===== config.mk =====
export PLATFORM = sky130hd
export DESIGN_NAME = uart_rx_frame_ctrl
export DESIGN_NICKNAME = d
export VERILOG_FILES = /design/src/rtl/uart_frame_pkg.sv /design/src/rtl/uart_frame_buf.sv /design/src/rtl/uart_rx_frame_ctrl.sv
export SDC_FILE = /design/constraint.sdc
export NUM_CORES = 1
export LEC_CHECK = 0
export CAP_MARGIN = 20
export CORE_UTILIZATION = 55
export DETAILED_ROUTE_END_ITERATION = 16
export HOLD_SLACK_MARGIN = 0.08
export PLACE_DENSITY = 0.73
export SYNTH_ARGS = -nofsm -noshare
export SYNTH_HDL_FRONTEND = slang
export SYNTH_HIERARCHICAL = 1
export SYNTH_SLANG_ARGS = --single-unit

===== constraint.sdc =====
create_clock -name clk_i -period 3.4 [get_ports clk_i]
set_input_delay 1.02 -clock clk_i [delete_from_list [all_inputs] [get_ports clk_i]]
set_output_delay 1.02 -clock clk_i [all_outputs]
set_load 0.02 [all_outputs]

===== src/rtl/uart_frame_pkg.sv =====
// Shared types and constants for the UART frame controller.
package uart_frame_pkg;

  typedef enum logic [2:0] {
    StIdle,
    StHdrAddr,
    StHdrLen,
    StData,
    StCsum,
    StWrite
  } state_e;

  localparam logic [1:0] ERR_CSUM    = 2'd0;
  localparam logic [1:0] ERR_LEN     = 2'd1;
  localparam logic [1:0] ERR_TIMEOUT = 2'd2;
  localparam logic [1:0] ERR_OVERRUN = 2'd3;

  localparam logic [7:0] DefaultSofByte = 8'hA5;

  function automatic int unsigned idx_width(input int unsigned depth);
    return (depth > 1) ? $clog2(depth) : 1;
  endfunction

endpackage


===== src/rtl/uart_frame_buf.sv =====
// Payload buffer: MaxLen x 8 register array, one write port, combinational read.
module uart_frame_buf
  import uart_frame_pkg::*;
#(
  parameter int unsigned MaxLen = 16,
  localparam int unsigned IdxW = idx_width(MaxLen)
) (
  input  logic            clk_i,
  input  logic            we_i,
  input  logic [IdxW-1:0] waddr_i,
  input  logic [7:0]      wdata_i,
  input  logic [IdxW-1:0] raddr_i,
  output logic [7:0]      rdata_o
);

  logic [7:0] mem_q [MaxLen];

  always_ff @(posedge clk_i) begin
    if (we_i) begin
      mem_q[waddr_i] <= wdata_i;
    end
  end

  assign rdata_o = mem_q[raddr_i];

endmodule


===== src/rtl/uart_rx_frame_ctrl.sv =====
// Parses SOF/ADDR/LEN/payload/XOR-checksum frames and commits payload to a register port.
// Optional inter-byte timeout enabled by defining UART_FRAME_TIMEOUT_EN.
module uart_rx_frame_ctrl
  import uart_frame_pkg::*;
#(
  parameter int unsigned AddrW      = 8,
  parameter logic [7:0]  SofByte    = DefaultSofByte,
  parameter int unsigned MaxLen     = 16,
  parameter int unsigned TimeoutCyc = 21700
) (
  input  logic             clk_i,
  input  logic             rst_ni,
  input  logic [7:0]       rx_data_i,
  input  logic             rx_valid_i,
  output logic             wr_en_o,
  output logic [AddrW-1:0] wr_addr_o,
  output logic [7:0]       wr_data_o,
  input  logic             wr_ready_i,
  output logic             frame_ok_o,
  output logic             frame_err_o,
  output logic [1:0]       err_code_o,
  output logic             busy_o
);

  localparam int unsigned IdxW    = idx_width(MaxLen);
  localparam logic [7:0]  MaxLenB = 8'(MaxLen);

  state_e           state_q, state_d;
  logic [AddrW-1:0] base_q, base_d, wr_addr_q, wr_addr_d;
  logic [7:0]       len_q, len_d, idx_q, idx_d, csum_q, csum_d, wr_data_q, wr_data_d;
  logic             wr_en_q, wr_en_d, frame_ok_q, frame_ok_d, frame_err_q, frame_err_d;
  logic             ovr_pend_q, ovr_pend_d;
  logic [1:0]       err_code_q, err_code_d;
  logic [7:0]       idx_inc, rd_data;
  logic [IdxW-1:0]  rd_idx;
  logic             buf_we;

  assign idx_inc = idx_q + 8'd1;
  // Look ahead to the next entry so the accepted write is replaced on the following cycle.
  assign rd_idx  = (state_q == StWrite) ? idx_inc[IdxW-1:0] : '0;
  assign buf_we  = (state_q == StData) && rx_valid_i;

  uart_frame_buf #(
    .MaxLen (MaxLen)
  ) u_buf (
    .clk_i   (clk_i),
    .we_i    (buf_we),
    .waddr_i (idx_q[IdxW-1:0]),
    .wdata_i (rx_data_i),
    .raddr_i (rd_idx),
    .rdata_o (rd_data)
  );

`ifdef UART_FRAME_TIMEOUT_EN
  localparam int unsigned CntW = idx_width(TimeoutCyc);
  logic [CntW-1:0] cnt_q, cnt_d;
`else
  logic unused_timeout_cfg;
  assign unused_timeout_cfg = ^TimeoutCyc;
`endif

  always_comb begin
    state_d     = state_q;
    base_d      = base_q;
    len_d       = len_q;
    idx_d       = idx_q;
    csum_d      = csum_q;
    wr_en_d     = wr_en_q;
    wr_addr_d   = wr_addr_q;
    wr_data_d   = wr_data_q;
    frame_ok_d  = 1'b0;
    frame_err_d = 1'b0;
    err_code_d  = err_code_q;
    ovr_pend_d  = 1'b0;
`ifdef UART_FRAME_TIMEOUT_EN
    cnt_d       = cnt_q;
`endif

    if (ovr_pend_q) begin
      frame_err_d = 1'b1;
      err_code_d  = ERR_OVERRUN;
    end

    unique case (state_q)
      StIdle: begin
        if (rx_valid_i && (rx_data_i == SofByte)) state_d = StHdrAddr;
      end
      StHdrAddr: begin
        if (rx_valid_i) begin
          base_d  = AddrW'(rx_data_i);
          csum_d  = rx_data_i;
          state_d = StHdrLen;
        end
      end
      StHdrLen: begin
        if (rx_valid_i) begin
          len_d  = rx_data_i;
          csum_d = csum_q ^ rx_data_i;
          if ((rx_data_i == 8'd0) || (rx_data_i > MaxLenB)) begin
            frame_err_d = 1'b1;
            err_code_d  = ERR_LEN;
            state_d     = StIdle;
          end else begin
            idx_d   = 8'd0;
            state_d = StData;
          end
        end
      end
      StData: begin
        if (rx_valid_i) begin
          csum_d = csum_q ^ rx_data_i;
          idx_d  = idx_inc;
          if (idx_inc == len_q) state_d = StCsum;
        end
      end
      StCsum: begin
        if (rx_valid_i) begin
          if (rx_data_i == csum_q) begin
            idx_d     = 8'd0;
            wr_en_d   = 1'b1;
            wr_addr_d = base_q;
            wr_data_d = rd_data;
            state_d   = StWrite;
          end else begin
            frame_err_d = 1'b1;
            err_code_d  = ERR_CSUM;
            state_d     = StIdle;
          end
        end
      end
      StWrite: begin
        if (wr_en_q && wr_ready_i) begin
          if (idx_inc == len_q) begin
            wr_en_d    = 1'b0;
            frame_ok_d = 1'b1;
            state_d    = StIdle;
          end else begin
            idx_d     = idx_inc;
            wr_addr_d = base_q + AddrW'(idx_inc);
            wr_data_d = rd_data;
          end
        end
        // A byte arriving while draining is dropped; frame_ok wins a same-cycle clash.
        if (rx_valid_i) begin
          if (frame_ok_d) begin
            ovr_pend_d = 1'b1;
          end else begin
            frame_err_d = 1'b1;
            err_code_d  = ERR_OVERRUN;
          end
        end
      end
      default: state_d = StIdle;
    endcase

`ifdef UART_FRAME_TIMEOUT_EN
    if (rx_valid_i) begin
      cnt_d = '0;
    end else if (state_q inside {StHdrAddr, StHdrLen, StData, StCsum}) begin
      if (cnt_q == CntW'(TimeoutCyc - 1)) begin
        cnt_d       = '0;
        frame_err_d = 1'b1;
        err_code_d  = ERR_TIMEOUT;
        state_d     = StIdle;
      end else begin
        cnt_d = cnt_q + CntW'(1);
      end
    end
`endif
  end

  always_ff @(posedge clk_i or negedge rst_ni) begin
    if (!rst_ni) begin
      state_q     <= StIdle;
      base_q      <= '0;
      len_q       <= '0;
      idx_q       <= '0;
      csum_q      <= '0;
      wr_en_q     <= 1'b0;
      wr_addr_q   <= '0;
      wr_data_q   <= '0;
      frame_ok_q  <= 1'b0;
      frame_err_q <= 1'b0;
      err_code_q  <= '0;
      ovr_pend_q  <= 1'b0;
`ifdef UART_FRAME_TIMEOUT_EN
      cnt_q       <= '0;
`endif
    end else begin
      state_q     <= state_d;
      base_q      <= base_d;
      len_q       <= len_d;
      idx_q       <= idx_d;
      csum_q      <= csum_d;
      wr_en_q     <= wr_en_d;
      wr_addr_q   <= wr_addr_d;
      wr_data_q   <= wr_data_d;
      frame_ok_q  <= frame_ok_d;
      frame_err_q <= frame_err_d;
      err_code_q  <= err_code_d;
      ovr_pend_q  <= ovr_pend_d;
`ifdef UART_FRAME_TIMEOUT_EN
      cnt_q       <= cnt_d;
`endif
    end
  end

  assign wr_en_o     = wr_en_q;
  assign wr_addr_o   = wr_addr_q;
  assign wr_data_o   = wr_data_q;
  assign frame_ok_o  = frame_ok_q;
  assign frame_err_o = frame_err_q;
  assign err_code_o  = err_code_q;
  assign busy_o      = (state_q != StIdle);

endmodule


Word-level counts from Yosys, hierarchy flattened
Memory sizes are Yosys's and may differ from the RTL's.
Index checks and enable logic that the tools add are counted.
Widths: inputs -> output; s select.
- memories kept: 1
- input bits: 12
- output and inout port bits: 22
- word-level logic and storage cells: 118
- RAM bits: 128
- bits in registers: 57
- add/sub/neg operators: 2
- reduce and logical (&&, ||, !) cells: 18
- order comparisons: 1
- equality and inequality tests: 20
- multiplexer cells: 63
- bitwise logic cells: 1
- memories (memory ; depth ; bits a word ; rd ports ; clocked after Yosys merged registers in ; write ports ; RTL line ; RTL):
    u_buf.mem_q ; 16 ; 8 ; 1 ; 0 ; 1 ; uart_frame_buf.sv:16 ; logic [7:0] mem_q [MaxLen];
- operators with widths (operator ; count):
    $mux 8 ; 17
    $pmux 8 s2 ; 3
    $pmux 8 s4 ; 1
    $mux 3 ; 9
    $mux 1 ; 20
    $pmux 3 s6 ; 1
    $eq 8x8->1 ; 2
    $mux 2 ; 8
    $ne 2x2->1 const B ; 8
    $reduce_and 8->1 ; 2
    $reduce_and 5->1 ; 2
    $add 8x1->8 const B ; 1
    $add 8x8->8 ; 1
    $eq 8x8->1 const B ; 1
    $gt 8x5->1 const B ; 1
    $logic_not 8->1 ; 1
    $ne 2x1->1 const B ; 4
    $xor 8x8->8 ; 1
    $eq 3x2->1 const B ; 2
    $eq 3x3->1 const B ; 2
    $pmux 2 s3 ; 1
    $mux 4 ; 1
    $reduce_and 2->1 ; 2
    $reduce_bool 2->1 ; 2
    other kinds (10) ; 12

Depth between registers and ports, before layout
- depth in word-level cells: 8
- gate-level depth with buffers: 11
- gate-level depth less buffers: 11

Modules after synthesis
Netlist, hierarchy kept.
- modules (own cells, without submodules) (module ; instances ; area an instance (µm²) ; cells an instance ; seq. area each (µm²)):
    uart_frame_buf ; 1 ; 4987.3 ; 221 ; 3843.7
    uart_rx_frame_ctrl ; 1 ; 3414.5 ; 350 ; 1426.4

Least setup slack after synthesis
No wires, ideal clock.
- kind: input port to flip-flop
- from: in rx_data_i[0]
- to: reg idx_q[5]
- cell stages on the path: 9
- slack: 0.405 ns
- arrival: 2.884 ns
- path through: buf_2 -> nor4_1 -> xor2_1 -> or4_1 -> a21oi_1 -> o21bai_2 -> or2_0 -> clkbuf_2 -> o41ai_1
- word-level cells in the longest chain between the ends: 4
- elaborated cells between the ends (all ways): 7
- classes of those cells: order compare (1); eq/ne (3); reduce/logical (3)
- RTL lines (what ; RTL line ; RTL):
    from (decl) ; uart_rx_frame_ctrl.sv:13 ; input logic [7:0] rx_data_i,
    $gt 8x5->1 / $logic_not 8->1 (equally long branches) ; uart_rx_frame_ctrl.sv:99 ; if ((rx_data_i == 8'd0) || (rx_data_i > MaxLenB)) begin
    $logic_or 1x1->1 ; uart_rx_frame_ctrl.sv:99 ;
    $ne 2x2->1 (no line) ; n/a ;
    $reduce_and 8->1 (no line) (*) ; n/a ;
    to (signal assigned) ; uart_rx_frame_ctrl.sv:193 ; idx_q <= idx_d;
    to (decl) ; uart_rx_frame_ctrl.sv:30 ; logic [7:0] len_q, len_d, idx_q, idx_d, csum_q, csum_d, wr_data_q, wr_data_d;
Mark *: on every way between the ends. The rest lies on a longest branch, timed or not.
A chain may end at the register's enable or synchronous reset.

Worst setup path in the final report
Same ends and word-level chain as after synthesis.

==> metrics.txt <==
drt wl/cell 20.9 um; initial antenna violation count 0; Worst EP required ~3.7 ns; worst vdd ir 381 uV; RSZ-0062 raised after global routing no; Max Clock Freq ~330 MHz; HPWL Detailed 11800 um; period utilization 89.5%; Filler Cell Count 1016; failing checks DRC; FF+latch count, synth 185; min cycle time layout between 3 and 4 ns; vias per inst 6.15; HP Start wr_addr_o[0]$_DFFE_PN0P_; gr ovfl total 0; initial core utilization 57.2%; num rows 44; Cells on Worst Hold Path 2; Synth area leader edfxtp_1; CP Launch Type input pin; crit path max-delay cell type clkdlybuf4s50_1; commonest cells in the netlist 128 x edfxtp_1, 57 x dfrtp_1, 43 x nor2_1; Final Power 6820 uW; Hold Crit Class flip-flop to flip-flop; CTS clk-pin slew, worst paths approximately 0.07 ns; CP Class input pin to flip-flop; Reg area 5270 um2; crit-path max cell delay 0.48 ns; Sink Count 185; layout cells sized above 1 21.1%; clk_lat worst skew about 0.43 ns; Synth Area per Inst 14.7 um2; status complete, but fails checks; vias in the first global route 4993; Clk pwr share 30.1%; crit-path cells clkdlybuf4s50_1 > nor4_1 > xor2_1 > or4_1 > a21oi_1 > o21bai_2 > or2_0 > o41ai_1; area of the multi-input gates 2930 um2; chip height ~130 um; Synth top area share 45.7%; Setup crit end kind flip-flop; worst hold endpoint wr_addr_o[0]$_DFFE_PN0P_; Port Buffer Count 33; cell area after synthesis 8400 um2; Min Hold Slack between 0.4 and 0.5 ns; synthesis-to-layout area growth 16.8%; Worst R2R Path Depth 9; switching power between 2000 and 2500 uW; WP data arrival approximately 3.4 ns; Detailed Route WL 17500 um; core footprint 14700 um2; Resize count post-CTS 0; IO Pins 34; CP Max Fanout 6; global-route wire length before repair about 28000 um; Comb power frac a little over a quarter; total number of vias 5155; Slew headroom 51.2%; Final Hold Vio Count 0; final setup fails 0; ys async rst share 30.8%; Routed Antenna Nets 0; syn nets 594; clock skew 0.00860 ns; Max H-tree Level 4; Post-Syn Instances 571; Top FF cell, synth edfxtp_1; sequential fraction of design power 42.6%; RePlAce Congestion 0.868; sequential fraction of the synthesis area approximately 63%; Die Span X 126 um; Worst-Margin Slew around 0.73 ns; Max clock buf depth 2; Power Density 695 nW/um2; Yosys warnings 6; Max Cap Viol 0; R2R Setup Slk 0.42 ns; gr usage total about 24%; # diodes 0; Layout Nets 664; synth top area cells edfxtp_1 46%, dfrtp_1 17%, mux4_2 4.8%; DRT Pass-1 Iters 11; worst r2r src state_q[2]$_DFFE_PN0P_; Leakage 0.00362 uW; Post-CTS Hold Buffers 0; number of remaining DRC errors 3; CTS tree yes; Int Power 4760 uW; setup slack at placement -0.0467 ns; Starting DRT DRC Count 512; Final Max Tran Viols 0; Post-synth EDFFs 128; Critical Path Start rx_data_i[0]; Final Worst Setup Slack 0.355 ns; top-count cell post-synth edfxtp_1; largest net degree at the start of global routing between 50 and 60; die area 15800 um2; Post-CTS Setup Inserts 0; CTS root buf clkbuf_16; Finished Core Util around 67%; switching share of power 30.2%; Cell variety after synth between 60 and 70; Critical R2R Capture wr_data_o[2]$_DFFE_PN0P_; Setup TNS 0 ns; Num CTS Buffers 17
==> final cells by class <==
cell class              instances  share of cell area, %
well taps                     184                   2.35
clock inverters                14                   1.86
clock buffers                  18                   4.37
multi-input cells             345                   29.8
inverters                       8                  0.306
flip-flops and latches        185                   53.7
repair buffers                 84                   7.60
==> critical path, delay by kind of cell <==
kind | cells | cell delay [ns]
simple gates | 3 | 1.14
buf+inv | 1 | 0.48
xor+xnor | 1 | 0.13
compound gates | 3 | 0.60
==> per-layer routing <==
layer | up-vias | routed length [um] | share of wire, % | GRT usage [%]
met5 | - | 0 | 0 | 0
met4 | 0 | 293 | 1.7 | 8.75
met3 | 23 | 1020 | 5.8 | 4.11
met2 | 209 | 8570 | 49 | 38.7
met1 | 2582 | 7620 | 44 | 33.6
li1 | 2341 | - | - | -
==> how the worst max path moves through the flow <==
stage / cells after the start / slack, ns / endpoint
5_1_grt: 9 / 0.11 / idx_q[5]$_DFFE_PN0P_
4_1_cts: 8 / 0.38 / idx_q[5]$_DFFE_PN0P_
3_5_place_dp: 8 / -0.05 / idx_q[5]$_DFFE_PN0P_
3_3_place_gp: 8 / -0.03 / idx_q[5]$_DFFE_PN0P_
6_report: 8 / 0.36 / idx_q[5]$_DFFE_PN0P_
2_1_floorplan: 9 / 0.41 / idx_q[5]$_DFFE_PN0P_
==> layout by cell type (no fill, tap or decap), types with 18 or more instances in the layout <==
| cell | count |
|---|---|
| mux2_2 | 25 |
| nand2_1 | 30 |
| dfrtp_1 | 57 |
| nor2_1 | 41 |
| o21ai_0 | 31 |
| clkdlybuf4s50_1 | 32 |
| a21oi_1 | 33 |
| edfxtp_1 | 128 |
| mux4_2 | 18 |
| buf_4 | 48 |
==> per-stage QoR <==
stage	area, um2	std cells
CTS	9810	838
detailed placement	9200	806
global route	9810	838
finish	9810	838
global placement	9200	806
floorplan	8400	571
==> power by group through the flow <==
stage               logic (uW)  clock network [uW]  registers (uW)
finish                    1860                2050            2900
global route              2040                2150            2950
CTS                       1860                2080            2910
detailed placement        1850                   0            2950
global placement          1800                   0            2940
floorplan                 1140                   0            3020
==> logic make-up (layout without fill, tap and decap cells) <==
logic type      count (synthesis)  after routing  share of synthesized area [%]
simple gates                  130            130                           7.67
buf+inv                        41            124                           2.56
compound gates                114            114                           8.61
flops                         185            185                           62.7
fa+ha+maj                      11             11                           1.73
mux                            60             60                           12.9
xor+xnor                       30             30                           3.80
==> registers in the layout, indices dropped and copies added (netlist names) <==
register / cells
u_buf/mem_q: 128
base_q: 8
wr_data_o: 8
ovr_pend_q: 1
len_q: 8
state_q: 3
frame_ok_o: 1
idx_q: 8
wr_addr_o: 8
frame_err_o: 1
wr_en_o: 1
csum_q: 8
err_code_o: 2
(Power assumes the default switching activity.)
